--- config.mk ---
export PLATFORM = sky130hd
export DESIGN_NAME = pr_sref_ctrl_slave
export DESIGN_NICKNAME = d
export VERILOG_FILES = /design/src/rtl/pr_sref_ctrl_slave.sv
export SDC_FILE = /design/constraint.sdc
export NUM_CORES = 1
export LEC_CHECK = 0
export CAP_MARGIN = 15
export CORE_ASPECT_RATIO = 0.6
export CORE_MARGIN = 1.5
export CORE_UTILIZATION = 30
export CTS_CLUSTER_SIZE = 10
export DETAILED_ROUTE_END_ITERATION = 8
export PLACE_DENSITY = 0.53
export SYNTH_ARGS = -nofsm -noshare
export SYNTH_HDL_FRONTEND = slang
export SYNTH_SLANG_ARGS = --single-unit
--- constraint.sdc ---
create_clock -name clk_250M -period 2.1 [get_ports clk_250M]
set_clock_uncertainty 0.2 [all_clocks]
set_input_delay 0.315 -clock clk_250M [delete_from_list [all_inputs] [get_ports clk_250M]]
set_output_delay 0.315 -clock clk_250M [all_outputs]
set_load 0.05 [all_outputs]
--- src/rtl/pr_sref_ctrl_slave.sv ---
// AXI4-Lite register slave driving DDR4 self-refresh request handshakes for
// three memory channels (C0, C2, C3) and reporting their state and errors.
module pr_sref_ctrl_slave #(
  parameter int                   ADDR_W      = 12,
  parameter int                   TIMEOUT_W   = 24,
  parameter logic [TIMEOUT_W-1:0] TIMEOUT_DEF = 24'd250000
) (
  input  logic              clk_250M,
  input  logic              rst_250M,
  input  logic [ADDR_W-1:0] S_AXI_LITE_awaddr,
  input  logic [2:0]        S_AXI_LITE_awprot,
  input  logic              S_AXI_LITE_awvalid,
  output logic              S_AXI_LITE_awready,
  input  logic [31:0]       S_AXI_LITE_wdata,
  input  logic [3:0]        S_AXI_LITE_wstrb,
  input  logic              S_AXI_LITE_wvalid,
  output logic              S_AXI_LITE_wready,
  output logic [1:0]        S_AXI_LITE_bresp,
  output logic              S_AXI_LITE_bvalid,
  input  logic              S_AXI_LITE_bready,
  input  logic [ADDR_W-1:0] S_AXI_LITE_araddr,
  input  logic [2:0]        S_AXI_LITE_arprot,
  input  logic              S_AXI_LITE_arvalid,
  output logic              S_AXI_LITE_arready,
  output logic [31:0]       S_AXI_LITE_rdata,
  output logic [1:0]        S_AXI_LITE_rresp,
  output logic              S_AXI_LITE_rvalid,
  input  logic              S_AXI_LITE_rready,
  output logic [7:0]        C0_DDR_SREF_CTRL_IN,
  output logic [7:0]        C2_DDR_SREF_CTRL_IN,
  output logic [7:0]        C3_DDR_SREF_CTRL_IN,
  input  logic [7:0]        C0_DDR_SREF_CTRL_OUT,
  input  logic [7:0]        C2_DDR_SREF_CTRL_OUT,
  input  logic [7:0]        C3_DDR_SREF_CTRL_OUT
);

  typedef enum logic [1:0] {
    ST_ACTIVE   = 2'd0,
    ST_ENTERING = 2'd1,
    ST_IN_SREF  = 2'd2,
    ST_EXITING  = 2'd3
  } ch_state_t;

  localparam logic [ADDR_W-3:0] A_CTRL    = (ADDR_W-2)'(0);
  localparam logic [ADDR_W-3:0] A_STATUS  = (ADDR_W-2)'(1);
  localparam logic [ADDR_W-3:0] A_TIMEOUT = (ADDR_W-2)'(2);
  localparam logic [ADDR_W-3:0] A_ID      = (ADDR_W-2)'(3);

  // Handshake rule on every channel: a beat transfers on a rising clk edge
  // where valid and ready are both 1; valid never drops before that edge.
  logic              aw_full, w_full, bvalid_q, rvalid_q;
  logic [ADDR_W-1:0] aw_addr_q;
  logic [31:0]       w_data_q, rdata_q, rd_word;
  logic [3:0]        w_strb_q;
  logic [1:0]        bresp_q, rresp_q, rd_resp;
  logic [2:0]        target_q, err_q, err_set, tmo_hit, req;
  logic [2:0]        ack_m, ack_s, cal_m, cal_s;
  logic [TIMEOUT_W-1:0] timeout_q;
  ch_state_t            state_q [3];
  ch_state_t            state_d [3];
  logic [TIMEOUT_W-1:0] cnt_q [3];
  logic [TIMEOUT_W-1:0] cnt_d [3];

  logic              aw_hs, w_hs, commit, err_clr;
  logic [ADDR_W-1:0] wr_addr;
  logic [ADDR_W-3:0] wr_idx;
  logic [31:0]       wr_data;
  logic [3:0]        wr_strb;
  logic              unused;

  assign S_AXI_LITE_awready = !rst_250M && !aw_full && !bvalid_q;
  assign S_AXI_LITE_wready  = !rst_250M && !w_full && !bvalid_q;
  assign S_AXI_LITE_arready = !rst_250M && !rvalid_q;
  assign S_AXI_LITE_bvalid  = bvalid_q;
  assign S_AXI_LITE_bresp   = bresp_q;
  assign S_AXI_LITE_rvalid  = rvalid_q;
  assign S_AXI_LITE_rdata   = rdata_q;
  assign S_AXI_LITE_rresp   = rresp_q;

  assign aw_hs   = S_AXI_LITE_awvalid && S_AXI_LITE_awready;
  assign w_hs    = S_AXI_LITE_wvalid && S_AXI_LITE_wready;
  // Commit on the edge the second half arrives, so same-cycle AW+W costs one cycle.
  assign commit  = (aw_full || aw_hs) && (w_full || w_hs);
  assign wr_addr = aw_full ? aw_addr_q : S_AXI_LITE_awaddr;
  assign wr_data = w_full ? w_data_q : S_AXI_LITE_wdata;
  assign wr_strb = w_full ? w_strb_q : S_AXI_LITE_wstrb;
  assign wr_idx  = wr_addr[ADDR_W-1:2];
  assign err_clr = commit && (wr_idx == A_CTRL) && wr_strb[1] && wr_data[8];

  assign unused = ^{S_AXI_LITE_awprot, S_AXI_LITE_arprot, S_AXI_LITE_araddr[1:0],
                    wr_addr[1:0], wr_data, C0_DDR_SREF_CTRL_OUT[7:2],
                    C2_DDR_SREF_CTRL_OUT[7:2], C3_DDR_SREF_CTRL_OUT[7:2]};

  always_comb begin
    rd_word = 32'h0;
    rd_resp = 2'b00;
    case (S_AXI_LITE_araddr[ADDR_W-1:2])
      A_CTRL:    rd_word = {29'h0, target_q};
      A_STATUS:  rd_word = {13'h0, cal_s, 5'h0, err_q, 2'b00,
                            state_q[2], state_q[1], state_q[0]};
      A_TIMEOUT: rd_word = 32'(timeout_q);
      A_ID:      rd_word = 32'h53524546;
      default:   rd_resp = 2'b10;
    endcase
  end

  always_ff @(posedge clk_250M) begin
    if (rst_250M) begin
      aw_full   <= 1'b0;
      w_full    <= 1'b0;
      aw_addr_q <= '0;
      w_data_q  <= '0;
      w_strb_q  <= '0;
      bvalid_q  <= 1'b0;
      bresp_q   <= 2'b00;
      target_q  <= 3'b000;
      timeout_q <= TIMEOUT_DEF;
      err_q     <= 3'b000;
      rvalid_q  <= 1'b0;
      rdata_q   <= '0;
      rresp_q   <= 2'b00;
    end else begin
      if (commit) begin
        aw_full  <= 1'b0;
        w_full   <= 1'b0;
        bvalid_q <= 1'b1;
        bresp_q  <= (wr_idx <= A_ID) ? 2'b00 : 2'b10;
        if (wr_idx == A_CTRL && wr_strb[0]) target_q <= wr_data[2:0];
        if (wr_idx == A_TIMEOUT) begin
          for (int b = 0; b < TIMEOUT_W; b++)
            if (wr_strb[b/8]) timeout_q[b] <= wr_data[b];
        end
      end else begin
        if (aw_hs) begin
          aw_full   <= 1'b1;
          aw_addr_q <= S_AXI_LITE_awaddr;
        end
        if (w_hs) begin
          w_full   <= 1'b1;
          w_data_q <= S_AXI_LITE_wdata;
          w_strb_q <= S_AXI_LITE_wstrb;
        end
        if (bvalid_q && S_AXI_LITE_bready) bvalid_q <= 1'b0;
      end
      // A timeout landing on the same edge as a clear stays set.
      err_q <= (err_q & ~{3{err_clr}}) | err_set;
      if (S_AXI_LITE_arvalid && S_AXI_LITE_arready) begin
        rvalid_q <= 1'b1;
        rdata_q  <= rd_word;
        rresp_q  <= rd_resp;
      end else if (rvalid_q && S_AXI_LITE_rready) begin
        rvalid_q <= 1'b0;
      end
    end
  end

  always_ff @(posedge clk_250M) begin
    if (rst_250M) begin
      ack_m <= 3'b000;
      ack_s <= 3'b000;
      cal_m <= 3'b000;
      cal_s <= 3'b000;
      for (int i = 0; i < 3; i++) begin
        state_q[i] <= ST_ACTIVE;
        cnt_q[i]   <= '0;
      end
    end else begin
      ack_m <= {C3_DDR_SREF_CTRL_OUT[0], C2_DDR_SREF_CTRL_OUT[0], C0_DDR_SREF_CTRL_OUT[0]};
      ack_s <= ack_m;
      cal_m <= {C3_DDR_SREF_CTRL_OUT[1], C2_DDR_SREF_CTRL_OUT[1], C0_DDR_SREF_CTRL_OUT[1]};
      cal_s <= cal_m;
      for (int i = 0; i < 3; i++) begin
        state_q[i] <= state_d[i];
        cnt_q[i]   <= cnt_d[i];
      end
    end
  end

  // Counter is parked at zero in the stable states and counts during transitions.
  always_comb begin
    err_set = 3'b000;
    tmo_hit = 3'b000;
    for (int i = 0; i < 3; i++) begin
      state_d[i] = state_q[i];
      cnt_d[i]   = (cnt_q[i] == {TIMEOUT_W{1'b1}}) ? cnt_q[i] : cnt_q[i] + TIMEOUT_W'(1);
      tmo_hit[i] = (timeout_q != '0) && (cnt_q[i] == timeout_q);
      case (state_q[i])
        ST_ACTIVE: begin
          cnt_d[i] = '0;
          if (target_q[i]) state_d[i] = ST_ENTERING;
        end
        ST_ENTERING: begin
          if (ack_s[i]) begin
            state_d[i] = ST_IN_SREF;
          end else if (tmo_hit[i]) begin
            err_set[i] = 1'b1;
            state_d[i] = ST_EXITING;
            cnt_d[i]   = '0;
          end
        end
        ST_IN_SREF: begin
          cnt_d[i] = '0;
          if (!target_q[i]) state_d[i] = ST_EXITING;
        end
        default: begin
          if (!ack_s[i]) begin
            state_d[i] = ST_ACTIVE;
          end else if (tmo_hit[i]) begin
            err_set[i] = 1'b1;
            state_d[i] = ST_ACTIVE;
          end
        end
      endcase
    end
  end

  always_comb begin
    for (int i = 0; i < 3; i++)
      req[i] = (state_q[i] == ST_ENTERING) || (state_q[i] == ST_IN_SREF);
  end

  assign C0_DDR_SREF_CTRL_IN = {7'h0, req[0]};
  assign C2_DDR_SREF_CTRL_IN = {7'h0, req[1]};
  assign C3_DDR_SREF_CTRL_IN = {7'h0, req[2]};

endmodule

==> flow_summary.ini, run 1 <==
[clock_network]
cts.reportedPaths.clkPinSlew_ns = 0.07
numClockSinks = 188
clkLatencyLatePin_ns = 0.45
cts_buffer_depth = 2
clock_tree_from_tritoncts = yes
cts_root_buffer = sky130_fd_sc_hd__clkbuf_16
tritoncts.num_buffers = 17
cts_max_level = 4

[pwr]
power.share.clock_pct = 39.1
worst_ir_drop_vdd_v = 0.0006515
netSwitchingPower_mw = 2.307
cell_leakage_power_nw = 5.448
sw_frac_of_total_pct = 28.12
p_seq_share_pct = 44.7
power_report.internal_total_mw = 5.898
powerDensity_nw_per_um2 = 590.5
comb_power_share_pct = 16.2

[die]
die_height_um = 141.0
io_pins = 162
initial_utilization_pct = 30.48
row_count = 50
die_w_um = 232.9
core_area_um2 = 31220
die_area_um2 = 32830

[synth]
avgSynthCellArea_um2 = 8.503
number_of_flops_mapped_to_enable_cells_by_yosys = 0
synthesis.instances = 1119
netlist_area_um2 = 9515
synth.yosys.seq_area_share_pct = 39.55
ys_seq_elements = 188
yosys.cell_types.count = 63
synth_warn = 0
async_flop_share_pct = 0
synth_flop_type = sky130_fd_sc_hd__dfxtp_1

[hold_path]
min-delay-path-class = primary input to flop
worst_hold_depth = 3
min_from = S_AXI_LITE_awaddr[5]
timing.hold.worst_endpoint = aw_addr_q[5]

[timing]
timing.hold.ws_ns = 0.06200
layout_setup_ws_ns = -0.2724
timing.final.setup_violations = 79
timing_worst_slew_pin_value_ns = 0.7463
rsz0062_at_grt = yes
finalCritPeriodShare_pct = 113.0
slew_viol_final = 0
setup_tns_ns = -13.46
worst_slew_margin_rel_pct = 50.06
max_freq_mhz = 421.5
min_period_ns = 2.372
hold_viol = 0

[critical_path]
worst-endpoint-arrival_ns = 2.51
setup.worst_path.end_class = flop
reg2reg_setup_slack_ns = -0.27
r2r_end = cnt_q[0][25]
critical_path_peak_fanout = 6
critical_path_class = flop to flop
startpoint_type = flop
max_stage_delay_ns = 0.48
crit_chain = buf_4 > xor2_1 > nor4_1 > nand2_1 > o41a_1 > o21bai_4 > buf_12 > clkbuf_16 > nor2_2
rr_worst_depth = 9
slowest_stage = sky130_fd_sc_hd__o41a_1
r2r_start = timeout_q[6]
worstPathRequired_ns = 2.24

[detailed_routing]
totalWireLength_mm = 31.68
detail_route.wl_per_cell_um = 17.56
num_vias = 8761
antenna_violating_nets_post_route = 0
drcViolationCount = 0
pre_repair_dr_iteration_count = 5
dr.first_iter.drc_count = 722
viasPerCell = 4.856

[placement]
hpwl_dp_mm = 22.60
post-place-cells = 1721
gp_congestion = 0.8642
port-buffer-count = 97

[run_status]
outcome = finished with violations
violations_in_the_final_reports = negative setup slack

[global_routing]
grt_overflow_total = 0
grt_antenna_before_repair = 0
grt_start_max_net_pins = 50
grt_use_total_pct = 19.06
grt_first_pass_wirelength_mm = 47.59
number_of_global_route_vias_before_repair = 8075

[cells_and_area]
stdcell_count = 1804
layout.cells.most_common = sky130_fd_sc_hd__buf_4
nNetsFinal = 1488
final_layout_size_suffix_gt1_share_pct = 29.90
antenna_cells = 0
syn_to_final_growth_pct = 46.01
most_frequent_cells_in_the_layout = sky130_fd_sc_hd__buf_4 (181), sky130_fd_sc_hd__dfxtp_1 (159), sky130_fd_sc_hd__nand2_1 (101), sky130_fd_sc_hd__nor2_1 (101), sky130_fd_sc_hd__xor2_1 (82)

[run]
max_cap_viol_count = 0
==> area by class of cell <==
class                      instances  area, um^2
clock inverter                    13       117.6
tap                              416       520.5
timing repair buffer             319        3123
sequential                       188        3832
clock buffer                      19       452.9
multi-input combinational        834        5791
fill                            3016       17320
inverter                          15       56.30
==> cells in the mapped netlist, drive strengths merged, types with 2 or more instances <==
cell / n / share of area (%)
a211oi: 24 / 2.1
a21oi: 66 / 3.5
a22o: 7 / 0.64
a22oi: 6 / 0.47
a311oi: 2 / 0.18
a31o: 2 / 0.18
a31oi: 7 / 0.46
a32o: 3 / 0.32
and2: 5 / 0.33
and3: 7 / 0.46
and4: 6 / 0.55
buf: 46 / 3.4
clkbuf: 62 / 2.4
dfxtp: 188 / 40
ha: 16 / 2.1
inv: 15 / 0.59
mux2: 7 / 0.83
mux2i: 44 / 4.6
nand2: 101 / 4.0
nand2b: 12 / 0.79
nand3: 32 / 1.7
nand3b: 4 / 0.32
nand4: 28 / 1.8
nor2: 144 / 5.7
nor2b: 22 / 1.4
nor3: 46 / 2.8
nor3b: 3 / 0.29
nor4: 38 / 2.8
o211ai: 5 / 0.54
o21ai: 11 / 0.58
o21bai: 4 / 0.36
o22ai: 3 / 0.20
o2bb2ai: 4 / 0.37
o32ai: 2 / 0.18
o41a: 3 / 0.36
or3: 4 / 0.26
xnor2: 41 / 3.8
xor2: 85 / 7.8
==> critical path: cells and delay by family, from the launching register on <==
family	cells	cell delay [ns]
compound gates	2	0.66
buf+inv	3	0.44
simple gates	3	0.42
flops	1	0.38
xor+xnor	1	0.16
==> repair_timing <==
action	in CTS	in global routing
setup endpoints to repair	134	100
hold buffers	0	4
pin swaps	26	60
endpoints found under the hold margin	0	4
setup buffers	12	29
gates cloned	5	5
gates resized for setup	84	129
==> logic make-up (layout without fill, tap and decap cells) <==
family                     count (synthesis)  in the layout  synth area share [%]
DFF                                      188            188                 39.55
buffers and inverters                    123            366                 6.430
other                                      1             27               0.03941
xor gates and xnor gates                 126            126                 11.60
muxes                                     51             51                 5.457
adders and majority gates                 16             16                 2.104
and+or+nand+nor                          459            459                 23.91
AOI/OAI and AO/OA                        155            155                 10.91
==> through the flow <==
step	setup slack [ns]	area, um^2	util [%]	total power [mW]
2_1_floorplan	-0.4097	9788	-	4.462
3_3_place_gp	-0.6066	12120	38.81	4.877
3_5_place_dp	-0.6386	12120	38.81	4.880
4_1_cts	-0.2438	13060	41.84	8.186
5_1_grt	-0.3169	13890	44.51	8.520
6_report	-0.2724	13890	44.51	8.205
==> how the worst max path moves through the flow <==
| stage | start | slack (ns) | depth (start not counted) | to |
|---|---|---|---|---|
| 2_1_floorplan | rst_250M | -0.41 | 4 | S_AXI_LITE_awready |
| 3_3_place_gp | S_AXI_LITE_awaddr[5] | -0.61 | 8 | timeout_q[0] |
| 3_5_place_dp | S_AXI_LITE_awaddr[5] | -0.64 | 7 | target_q[0] |
| 4_1_cts | timeout_q[23] | -0.24 | 8 | cnt_q[0][44] |
| 5_1_grt | timeout_q[21] | -0.32 | 8 | cnt_q[0][44] |
| 6_report | timeout_q[6] | -0.27 | 9 | cnt_q[0][25] |
==> sequential cells by signal (all words and copies together), names as in the netlist, 6 cells and up <==
register,cells
S_AXI_LITE_rdata,25
aw_addr_q,10
cnt_q,72
state_q,6
timeout_q,24
w_data_q,24
==> power by group through the flow <==
stage	Clock [mW]	Sequential, mW	Combinational (mW)
6_report	3.21	3.67	1.33
5_1_grt	3.43	3.67	1.41
4_1_cts	3.28	3.67	1.23
3_5_place_dp	0	3.76	1.12
3_3_place_gp	0	3.76	1.12
2_1_floorplan	0	3.77	0.690
==> metal layers <==
metal	wire [um]	global-route usage, %
met3	1756	3.479
met2	13180	26.61
met1	16380	29.33
met5	0	0
met4	360	5.195
No activity file was read; power rests on OpenSTA's default activity.
==> inputs of run 2 (changes only) <==
--- a/config.mk
+++ b/config.mk
@@ -11,7 +11,7 @@
 export CORE_UTILIZATION = 30
 export CTS_CLUSTER_SIZE = 10
 export DETAILED_ROUTE_END_ITERATION = 8
-export PLACE_DENSITY = 0.53
+export PLACE_DENSITY = 0.51
 export SYNTH_ARGS = -nofsm -noshare
 export SYNTH_HDL_FRONTEND = slang
 export SYNTH_SLANG_ARGS = --single-unit
==> constraint.sdc (replaced) <==
create_clock -name clk_250M -period 2.7 [get_ports clk_250M]
set_clock_uncertainty 0.2 [all_clocks]
set_input_delay 0.405 -clock clk_250M [delete_from_list [all_inputs] [get_ports clk_250M]]
set_output_delay 0.405 -clock clk_250M [all_outputs]
set_load 0.05 [all_outputs]
==> flow_summary.ini, run 2 (synthesized netlist as in run 1, its figures left out) <==
[pwr]
worst_ir_drop_vdd_v = 0.0004661
sw_frac_of_total_pct = 27.10
p_seq_share_pct = 45.5
powerDensity_nw_per_um2 = 537.6
power.share.clock_pct = 42.6
comb_power_share_pct = 11.9
cell_leakage_power_nw = 4.306
netSwitchingPower_mw = 1.714
power_report.internal_total_mw = 4.610

[cells_and_area]
nFillCells = 3210
most_frequent_cells_in_the_layout = sky130_fd_sc_hd__dfxtp_1 (187), sky130_fd_sc_hd__nor2_1 (144), sky130_fd_sc_hd__nand2_1 (101)
antenna_cells = 0
layout.cells.most_common = sky130_fd_sc_hd__dfxtp_1
syn_to_final_growth_pct = 23.64
regMostFlops = cnt_q
final_layout_size_suffix_gt1_share_pct = 11.06
largest_reg_flops = 72
nNetsFinal = 1339

[timing]
hold_viol = 0
min_period_ns = 2.527
worst_slew_margin_rel_pct = 55.59
timing.hold.ws_ns = 0.05041
slew_viol_final = 0
max_freq_mhz = 395.7
layout_setup_ws_ns = 0.1728
rsz0062_at_grt = no
timing.final.setup_violations = 0
timing_worst_slew_pin_value_ns = 0.6630
finalCritPeriodShare_pct = 93.60

[detailed_routing]
antenna_violating_nets_post_route = 0
drcViolationCount = 0
detail_route.wl_per_cell_um = 17.39
dr.first_iter.drc_count = 563
viasPerCell = 4.891
totalWireLength_mm = 28.79
pre_repair_dr_iteration_count = 5
num_vias = 8094

[hold_path]
worst_hold_depth = 2
timing.hold.worst_endpoint = aw_addr_q[9]
min-delay-path-class = primary input to flop
min_from = rst_250M

[clock_network]
clkLatencyLatePin_ns = 0.46
cts_buffer_depth = 2
numClockSinks = 188
cts.reportedPaths.clkPinSlew_ns = 0.08
cts_max_level = 4
cts_root_buffer = sky130_fd_sc_hd__clkbuf_16
post-cts-setup-buffers = 0
clock_tree_from_tritoncts = yes
tritoncts.num_buffers = 17

[placement]
gp_congestion = 0.8410
port-buffer-count = 97
hpwl_dp_mm = 21.75
worst_setup_slack_before_clock_tree_synthesis_ns = -0.1415

[run_status]
outcome = finished clean

[global_routing]
grt_use_total_pct = 18.05
grt_first_pass_wirelength_mm = 44.51
number_of_global_route_vias_before_repair = 7456
grt_start_max_net_pins = 37
grt_antenna_before_repair = 0
grt_overflow_total = 0

[run]
max_cap_viol_count = 0

[die]
initial_utilization_pct = 30.48
row_count = 50
core_area_um2 = 31220
die_w_um = 232.9
io_pins = 162
die_area_um2 = 32830
die_height_um = 141.0

[critical_path]
critical_path_peak_fanout = 24
critical_path_class = flop to flop
timing.critical_path.mode_cell = sky130_fd_sc_hd__nor3_1
cp_num_buf_inv = 2
setup.worst_path.end_class = flop
worstPathRequired_ns = 2.85
r2r_start = timeout_q[23]
max_stage_delay_ns = 0.44
reg2reg_setup_slack_ns = 0.17
r2r_end = cnt_q[0][64]
crit_chain = buf_4 > xor2_1 > nor4_1 > nand4_1 > nor3_1 > a31o_2 > buf_12 > nor3_1
startpoint_type = flop
slowest_stage = sky130_fd_sc_hd__nor4_1
path_delay_family = simple AND/OR/NAND/NOR gates
worst-endpoint-arrival_ns = 2.68
rr_worst_depth = 8
run 2: cell types whose count changed in the layout (fill, tap and decap cells not counted), moves of 20 or more:
| cell | previous run | this run |
|---|---|---|
| sky130_fd_sc_hd__nor2_1 | 101 | 144 |
| sky130_fd_sc_hd__buf_4 | 181 | 74 |
| sky130_fd_sc_hd__nor2_2 | 23 | 0 |
| sky130_fd_sc_hd__nor2_4 | 20 | 0 |
| sky130_fd_sc_hd__dfxtp_1 | 159 | 187 |
| sky130_fd_sc_hd__dlygate4sd2_1 | 25 | 1 |
| sky130_fd_sc_hd__clkdlybuf4s50_1 | 52 | 90 |
run 2: worst max path at each step:
stage | cells after the start | slack (ns) | startpoint | endpoint
final | 8 | 0.17 | timeout_q[23] | cnt_q[0][64]
after global routing | 8 | 0.09 | timeout_q[12] | cnt_q[0][53]
after CTS | 3 | 0.20 | state_q[0][2] | C2_DDR_SREF_CTRL_IN[0]
after detailed placement | 8 | -0.14 | S_AXI_LITE_awaddr[5] | timeout_q[22]
after global placement | 8 | -0.13 | S_AXI_LITE_awaddr[5] | timeout_q[10]
after floorplan | 4 | 0.02 | rst_250M | S_AXI_LITE_awready
run 2: layer usage:
metal / up-vias / global-route usage, % / routed length, um
met5: - / 0 / 0
met3: 26 / 3.701 / 1460
met2: 173 / 24.51 / 11460
li1: 4024 / - / -
met1: 3871 / 28.10 / 15490
met4: 0 / 4.924 / 378
run 2: repair_timing:
item                       CTS  global route
setup endpoints to repair    1             0
gates resized for setup      1             0
hold buffers                 0             0
run 2: cell type report:
cell class | instances | area (um^2) | share of cell area [%]
Clock buffer | 18 | 439.2 | 3.733
Clock inverter | 14 | 181.4 | 1.542
Inverter | 15 | 56.30 | 0.4786
Multi-Input combinational cell | 834 | 5238 | 44.52
Sequential cell | 188 | 3765 | 32.00
Tap cell | 416 | 520.5 | 4.424
Timing Repair Buffer | 170 | 1565 | 13.30
run 2: worst register-to-register path, delay by kind of cell, from the launching register on:
family                 cells  cell delay [ns]
buffers and inverters      2             0.36
AND/OR/NAND/NOR            4             1.14
flip-flops                 1             0.32
AO/OA/AOI/OAI              1             0.23
XOR/XNOR                   1             0.18
run 2: power groups by stage:
stage / clock network (mW) / logic (mW) / registers, mW
3_3_place_gp: 0 / 0.758 / 2.94
2_1_floorplan: 0 / 0.523 / 2.93
4_1_cts: 2.77 / 0.760 / 2.87
6_report: 2.69 / 0.755 / 2.87
3_5_place_dp: 0 / 0.758 / 2.94
5_1_grt: 2.87 / 0.824 / 2.88
run 2: stage by stage:
step | instances | area, um^2 | setup TNS (ns) | power, mW | util, %
after floorplan | 1145 | 9613 | 0 | 3.456 | -
after global placement | 1623 | 11150 | -2.370 | 3.695 | 35.70
after detailed placement | 1623 | 11150 | -2.406 | 3.696 | 35.70
after CTS | 1655 | 11770 | 0 | 6.398 | 37.69
after global routing | 1655 | 11770 | 0 | 6.576 | 37.69
final | 1655 | 11770 | 0 | 6.324 | 37.69
==> inputs of run 3 (changes only) <==
--- a/config.mk
+++ b/config.mk
@@ -5,7 +5,6 @@
 export SDC_FILE = /design/constraint.sdc
 export NUM_CORES = 1
 export LEC_CHECK = 0
-export CAP_MARGIN = 15
 export CORE_ASPECT_RATIO = 0.6
 export CORE_MARGIN = 1.5
 export CORE_UTILIZATION = 30
==> results of run 3 <==
The final DEF is identical to that of run 2; final timing and power are the same.
